File: config.mk
export PLATFORM = sky130hd
export DESIGN_NAME = tap_shift_register_flat
export DESIGN_NICKNAME = d
export VERILOG_FILES = /design/src/rtl/tap_shift_register_if.sv /design/src/rtl/tap_shift_register.sv /design/src/flat_wrapper.sv
export SDC_FILE = /design/constraint.sdc
export NUM_CORES = 1
export LEC_CHECK = 0
export ABC_AREA = 1
export BUFFER_PORTS_ARGS = -buffer_cell sky130_fd_sc_hd__buf_2
export CORE_MARGIN = 5
export CORE_UTILIZATION = 50
export CTS_CLUSTER_DIAMETER = 60
export DETAILED_ROUTE_END_ITERATION = 16
export GPL_ROUTABILITY_DRIVEN = 0
export GPL_TIMING_DRIVEN = 0
export PLACE_DENSITY = 0.93
export SYNTH_ARGS = -nofsm -noshare
export SYNTH_HDL_FRONTEND = slang
export SYNTH_SLANG_ARGS = --single-unit
File: constraint.sdc
create_clock -name clk -period 1.79 [get_ports clk]
set_input_delay 0.179 -clock clk [delete_from_list [all_inputs] [get_ports clk]]
set_output_delay 0.179 -clock clk [all_outputs]
set_load 0.05 [all_outputs]
File: src/rtl/tap_shift_register_if.sv
// Handshake/data bundle for tap_shift_register: the source drives en/clr/d, the chain returns taps and window status.
interface tap_shift_register_if #(
  parameter int WIDTH = 8,
  parameter int DEPTH = 3
);
  localparam int CW = $clog2(DEPTH + 1);

  logic                        en;
  logic                        clr;
  logic [WIDTH-1:0]            d;
  logic [DEPTH-1:0][WIDTH-1:0] taps;
  logic [WIDTH-1:0]            q;
  logic [CW-1:0]               fill_cnt;
  logic                        full;
  logic                        win_valid;

  modport master (output en, clr, d, input taps, q, fill_cnt, full, win_valid);
  modport slave  (input en, clr, d, output taps, q, fill_cnt, full, win_valid);
endinterface

File: src/rtl/tap_shift_register.sv
// WIDTH-bit, DEPTH-stage enabled shift chain exposing every stage as a tap,
// with a saturating fill count and a per-shift complete-window strobe.
module tap_shift_register #(
  parameter int WIDTH = 8,
  parameter int DEPTH = 3
) (
  input  logic                 clk,
  input  logic                 rst_n,
  tap_shift_register_if.slave  bus
);
  localparam int            CW       = $clog2(DEPTH + 1);
  localparam logic [CW-1:0] FULL_CNT = CW'(DEPTH);

  logic [DEPTH-1:0][WIDTH-1:0] r_stage;
  logic [CW-1:0]               r_fill_cnt;
  logic                        r_win_valid;
  logic [CW-1:0]               w_fill_nxt;

  // Saturate at DEPTH so a long stream never wraps back to "not full".
  assign w_fill_nxt = (r_fill_cnt == FULL_CNT) ? r_fill_cnt : r_fill_cnt + 1'b1;

  always_ff @(posedge clk) begin
    if (!rst_n || bus.clr) begin
      r_stage     <= '0;
      r_fill_cnt  <= '0;
      r_win_valid <= 1'b0;
    end else if (bus.en) begin
      r_stage[0] <= bus.d;
      for (int i = 1; i < DEPTH; i++)
        r_stage[i] <= r_stage[i-1];
      r_fill_cnt  <= w_fill_nxt;
      r_win_valid <= (w_fill_nxt == FULL_CNT);
    end else begin
      r_win_valid <= 1'b0;
    end
  end

  assign bus.taps      = r_stage;
  assign bus.q         = r_stage[DEPTH-1];
  assign bus.fill_cnt  = r_fill_cnt;
  assign bus.full      = (r_fill_cnt == FULL_CNT);
  assign bus.win_valid = r_win_valid;
endmodule

File: src/flat_wrapper.sv
// flat-port wrapper written by rule: the top's interface ports become plain ports
module tap_shift_register_flat 
#(
  parameter int WIDTH = 8,
  parameter int DEPTH = 3
)
  (clk, rst_n, bus_en, bus_clr, bus_d, bus_taps, bus_q, bus_fill_cnt, bus_full, bus_win_valid);
  tap_shift_register_if #(.WIDTH(WIDTH), .DEPTH(DEPTH)) bus_i ();
  input  logic clk;
  input  logic rst_n;
  input wire logic [$bits(bus_i.en)-1:0] bus_en;
  input wire logic [$bits(bus_i.clr)-1:0] bus_clr;
  input wire logic [$bits(bus_i.d)-1:0] bus_d;
  output wire logic [$bits(bus_i.taps)-1:0] bus_taps;
  output wire logic [$bits(bus_i.q)-1:0] bus_q;
  output wire logic [$bits(bus_i.fill_cnt)-1:0] bus_fill_cnt;
  output wire logic [$bits(bus_i.full)-1:0] bus_full;
  output wire logic [$bits(bus_i.win_valid)-1:0] bus_win_valid;
  assign bus_i.en = bus_en;
  assign bus_i.clr = bus_clr;
  assign bus_i.d = bus_d;
  assign bus_taps = bus_i.taps;
  assign bus_q = bus_i.q;
  assign bus_fill_cnt = bus_i.fill_cnt;
  assign bus_full = bus_i.full;
  assign bus_win_valid = bus_i.win_valid;
  tap_shift_register #(.WIDTH(WIDTH), .DEPTH(DEPTH)) u_core (.clk(clk), .rst_n(rst_n), .bus(bus_i));
endmodule
==> results of run 1 <==
==> state kept, by name (all words and copies together), names as in the netlist <==
register and flops:
u_core.bus.taps 16, u_core.bus.q 8, u_core.bus.fill_cnt 2, u_core.bus.win_valid 1
==> power by group <==
group / internal (mW) / switching [mW] / leakage [nW] / total [mW]
combinational: 0.0443 / 0.0868 / 0.444 / 0.131
clock: 0.0859 / 0.196 / 0.0139 / 0.282
sequential: 0.610 / 0.00716 / 0.218 / 0.617
==> cells by family (layout without fill, tap and decap cells) <==
group           after synthesis  count (layout)
flops                        27              27
compound gates               25              25
buf+inv                      21              71
simple gates                 57              57
==> per-stage QoR <==
| step | total power, mW | hold WS (ns) | setup slack [ns] | instance area (um2) | utilization |
|---|---|---|---|---|---|
| 2_1_floorplan | 0.728 | 0.321 | 0.541 | 1150 | - |
| 3_3_place_gp | 0.757 | 0.423 | 0.902 | 1410 | 0.644 |
| 3_5_place_dp | 0.762 | 0.437 | 0.878 | 1410 | 0.644 |
| 4_1_cts | 1.03 | 0.0646 | 0.487 | 1440 | 0.658 |
| 5_1_grt | 1.06 | 0.0501 | 0.449 | 1440 | 0.658 |
| 6_report | 1.03 | 0.0641 | 0.499 | 1440 | 0.658 |
==> path summary, 6_finish.rpt <==
kind                                  startpoint                             endpoint  slack [ns]
min                                     bus_d[6]      u_core.bus.taps[6]$_SDFFE_PP0P_        0.06
max reg2reg  u_core.bus.fill_cnt[1]$_SDFFE_PP0P_  u_core.bus.fill_cnt[1]$_SDFFE_PP0P_        1.04
max                 u_core.bus.q[5]$_SDFFE_PP0P_                         bus_taps[21]        0.50
min reg2reg      u_core.bus.taps[6]$_SDFFE_PP0P_      u_core.bus.taps[6]$_SDFFE_PP0P_        0.49
==> layout make-up <==
class / instances / area [um2] / share of cell area
clock inverter: 1 / 7.51 / 0.00521
clock buffer: 3 / 22.5 / 0.0156
sequential: 27 / 541 / 0.375
multi-input combinational: 82 / 423 / 0.293
buffer: 15 / 153 / 0.106
timing repair buffer: 46 / 230 / 0.160
inverter: 6 / 30.0 / 0.0208
tap: 28 / 35.0 / 0.0243
==> critical path: stages (launching register included) <==
cell,delay [ns]
dfxtp_1,0.41
buf_4,0.12
buf_2,0.24
==> per-layer routing <==
metal	vias up	routed length (um)	GRT usage	part of all wire
met5	-	0	0	0
met4	0	37	0.0596	0.015
met3	4	227	0.0356	0.090
met2	44	1200	0.266	0.48
met1	454	1050	0.189	0.42
li1	504	-	-	-
==> layout by cell type (no fill, tap or decap), drive strengths merged <==
cell / netlist / layout
a21oi: 25 / 25
buf: 15 / 61
clkbuf: 0 / 3
clkinvlp: 0 / 1
dfxtp: 27 / 27
inv: 6 / 6
nand2: 53 / 53
nor2: 3 / 3
nor3: 1 / 1
==> metrics.txt, run 1 <==
mux cell area share after synthesis=0; Root Driver=clkbuf_4; largest net degree at the start of global routing=17; drt via density=4.84; Nets=193; I/O Pins=48; setup bufs post-CTS=0; Synth Area in Compound Gates=0.145; relative slew slack=0.829; Hold Vio Cnt, Final=0; number of global-route vias before repair=952; cell taking the most area after synthesis=dfxtp_1; drt drc=0; antenna-violating nets left=0; hold path depth=3; CTS tree=yes; GRT Util Overall=0.156; fin crit share=0.721; # hold bufs at CTS=0; Synth Area in Adders=0; register area share after synthesis=0.472; die area=3350 um2; Slew Viols, Final=0; final-report setup violation count=0; H-tree level count=1; post-cts resize count=0; Power Density=715 nW/um2; leakage=0.676 nW; Max Clk Rate=775 MHz; number of flops mapped to enable cells by yosys=0; fin cells=208; most frequent cell after synthesis=nand2_1; Worst-Margin Slew=0.258 ns; post-synth cell types=12; crit path kind=reg2out; setup TNS=0 ns; Post-Syn Area=1150 um2; Routed WL=2510 um; die height=57.9 um; port bufs=46; Initial DRT Pass Iterations=4; chip width=57.9 um; RSZ-0062 raised after global routing=no; CP Max Fanout=3; via count=1006; Warnings, synthesis=0; area share of the largest cell type after synthesis=0.472; Synth Area in Simple Gates=0.224; min cycle time layout=1.29 ns; total CTS buffers=3; detailed placement HPWL=1940 um; CTS sink cnt=27; Synth-to-Final Area Change=25.8%; CP startpoint kind=flip-flop; number of placement rows=17; GRT Residual Overflow=0; WP data arrival=1.11 ns; Starting Density=0.523; post-synthesis xor/xnor area fraction=0; Worst R2R Path Depth=2; global-route wire length before repair=4190 um; ys async rst share=0; FILL cells=188; placed cells=204; Worst Hold Class=in2reg; Worst setup EP type=primary output; synthesized flop and latch total=27; Core Region=2190 um2; Post-synth top cells=41 x nand2_1, 27 x dfxtp_1, 14 x a21oi_1, 12 x nand2_2, 11 x a21oi_2; Post-synth top flop=dfxtp_1; cell count after synthesis=130; largest family of logic cells by synthesized area=simple AND/OR/NAND/NOR gates; initial antenna violation count=0; worst path required time=1.61 ns; syn_nets=142; IR drop worst, VDD=469 uV; share of layout cells above drive strength 1=0.500; routed len/inst=12.1 um; worst clock skew=0.00595 ns; status=complete, no violations; max_cap viols=0; syn avg cell area=8.82 um2; worst-case clock buffer depth=2; Ant. Diodes=0; later-pin clock latency in the skew report=0.34 ns; Clk pin slew, worst setup/hold paths=0.15 ns; top area cells in the synthesized netlist=dfxtp_1 47%, nand2_1 13%, a21oi_2 8.4%; starting DRC count in detailed routing=25
(Power assumes the default switching activity.)
==> inputs of run 2 (changes only) <==
- CORE_UTILIZATION: 50 -> 42
- PLACE_DENSITY: 0.93 -> 0.84
- clock period: 1.79 -> 1.1 ns (I/O delays scaled with it)
==> run 2 against run 1 <==
Non-clock buffer count grew 3. Sequential power grew 64%. Sequential share of layout area shrank 2.5 points. Total power grew 59%. Worst setup slack lost 0.46 ns. First-iteration DRC count shrank 28%. Cell area grew 9.7%. Largest cell class unchanged.
==> metrics.txt, run 2 (same netlist as run 1, synthesis figures left out) <==
status=complete, no violations; Root Driver=clkbuf_4; relative slew slack=0.829; number of global-route vias before repair=977; Slew Viols, Final=0; largest net degree at the start of global routing=15; final-report setup violation count=0; drt drc=0; Starting Density=0.427; fin crit share=0.966; I/O Pins=48; Placed Area=1420 um2; Worst R2R Path Depth=4; crit path kind=reg2out; Max Clk Rate=941 MHz; routed len/inst=11.4 um; Hold EP=u_core.bus.fill_cnt[0]$_SDFFE_PP0P_; number of placement rows=19; hold path depth=4; cell family with most CP delay=flip-flops; r2r startpoint=u_core.bus.fill_cnt[0]$_SDFFE_PP0P_; GRT Residual Overflow=0; flop2flop setup slack=0.32 ns; IR drop worst, VDD=542 uV; Hold Vio Cnt, Final=0; final instance area=1580 um2; global-route wire length before repair=4180 um; Clk pin slew, worst setup/hold paths=0.13 ns; Buffers & Inverters on Critical Path=1; via count=972; max FFs per register=16; commonest non-fill, non-tap cell in the layout=nand2_1; placed cells=207; detailed placement HPWL=1780 um; CP startpoint kind=flip-flop; min cycle time layout=1.06 ns; CTS sink cnt=27; port bufs=46; Power Density=1030 nW/um2; CTS tree=yes; RSZ-0062 raised after global routing=yes; Worst setup EP type=primary output; drt via density=4.54; later-pin clock latency in the skew report=0.31 ns; initial antenna violation count=0; slowest cell on the critical path=dfxtp_2; crit path cell chain=buf_2; max_cap viols=0; share of layout cells above drive strength 1=0.574; die area=3870 um2; Nets=196; Initial DRT Pass Iterations=4; H-tree level count=1; Routed WL=2440 um; total CTS buffers=3; chip width=62.2 um; Ant. Diodes=0; commonest non-fill, non-tap cells in the layout=40 x nand2_1, 22 x buf_4, 19 x buf_2, 16 x dfxtp_1, 14 x a21oi_1; Crit Reg-Reg Endpoint=u_core.bus.fill_cnt[0]$_SDFFE_PP0P_; GRT Util Overall=0.124; worst clock skew=0.00109 ns; starting DRC count in detailed routing=18; worst path required time=0.99 ns; die height=62.2 um; Worst Hold Class=in2reg; Synth-to-Final Area Change=38.0%; WP data arrival=0.95 ns; Core Region=2690 um2; hold_sp=bus_clr; setup TNS=0 ns; CP Max Fanout=3; critical path's largest stage delay=0.38 ns; Worst-Margin Slew=0.258 ns; worst-case clock buffer depth=2; antenna-violating nets left=0; fin cells=214; leakage=0.696 nW; Power, Total=1.63 mW
## run 2: changes by cell type in the layout (fill, tap and decap cells not counted), moves of 7 or more
cell / change
buf_4: +13
buf_2: -27
buf_6: +7
clkbuf_4: +9
dfxtp_1: -11
dfxtp_2: +11
## run 2: metrics by stage
stage	utilization	setup slack [ns]	hold slack [ns]
2_1_floorplan	-	0.0595	0.245
3_3_place_gp	0.528	0.276	0.350
5_1_grt	0.589	-0.00593	0.0209
6_report	0.589	0.0369	0.0272
3_5_place_dp	0.528	0.268	0.369
4_1_cts	0.552	0.000948	0.0172
## run 2: worst max path at each step
stage | start | endpoint | cells past startpoint
global route | u_core.bus.fill_cnt[1]$_SDFFE_PP0P_ | bus_full | 3
global placement | u_core.bus.q[5]$_SDFFE_PP0P_ | bus_taps[21] | 2
floorplan | u_core.bus.q[0]$_SDFFE_PP0P_ | bus_taps[16] | 1
finish | u_core.bus.fill_cnt[0]$_SDFFE_PP0P_ | bus_fill_cnt[0] | 1
detailed placement | u_core.bus.q[5]$_SDFFE_PP0P_ | bus_taps[21] | 2
CTS | u_core.bus.taps[6]$_SDFFE_PP0P_ | bus_taps[6] | 1
## run 2: final cells by class
type / count / area, um2
Multi-Input combinational cell: 82 / 425
Tap cell: 31 / 38.8
Clock buffer: 4 / 26.3
Buffer: 15 / 153
Inverter: 6 / 30.0
Sequential cell: 27 / 554
Timing Repair Buffer: 49 / 354
Fill cell: 240 / 1100
## run 2: repair_timing
action | CTS | global route
resized for setup | 20 | 33
setup buffers | 0 | 3
hold buffers | 0 | 0
endpoints found under the setup margin | 14 | 27
hold endpoints to repair | 0 | 0
## run 2: report_power, final
part           leakage [nW]  switching (mW)  internal [mW]  total [mW]
Sequential            0.224          0.0125          0.993        1.01
Clock                0.0150           0.266          0.141       0.407
Combinational         0.457           0.140         0.0814       0.221
Total                 0.696           0.418           1.22        1.63
## run 2: routing by layer
| metal | up-vias | track usage | share of wire |
|---|---|---|---|
| met2 | 28 | 0.203 | 0.47 |
| met4 | 0 | 0.0488 | 0.011 |
| li1 | 504 | - | - |
| met5 | - | 0 | 0 |
| met1 | 438 | 0.159 | 0.45 |
| met3 | 2 | 0.0252 | 0.061 |
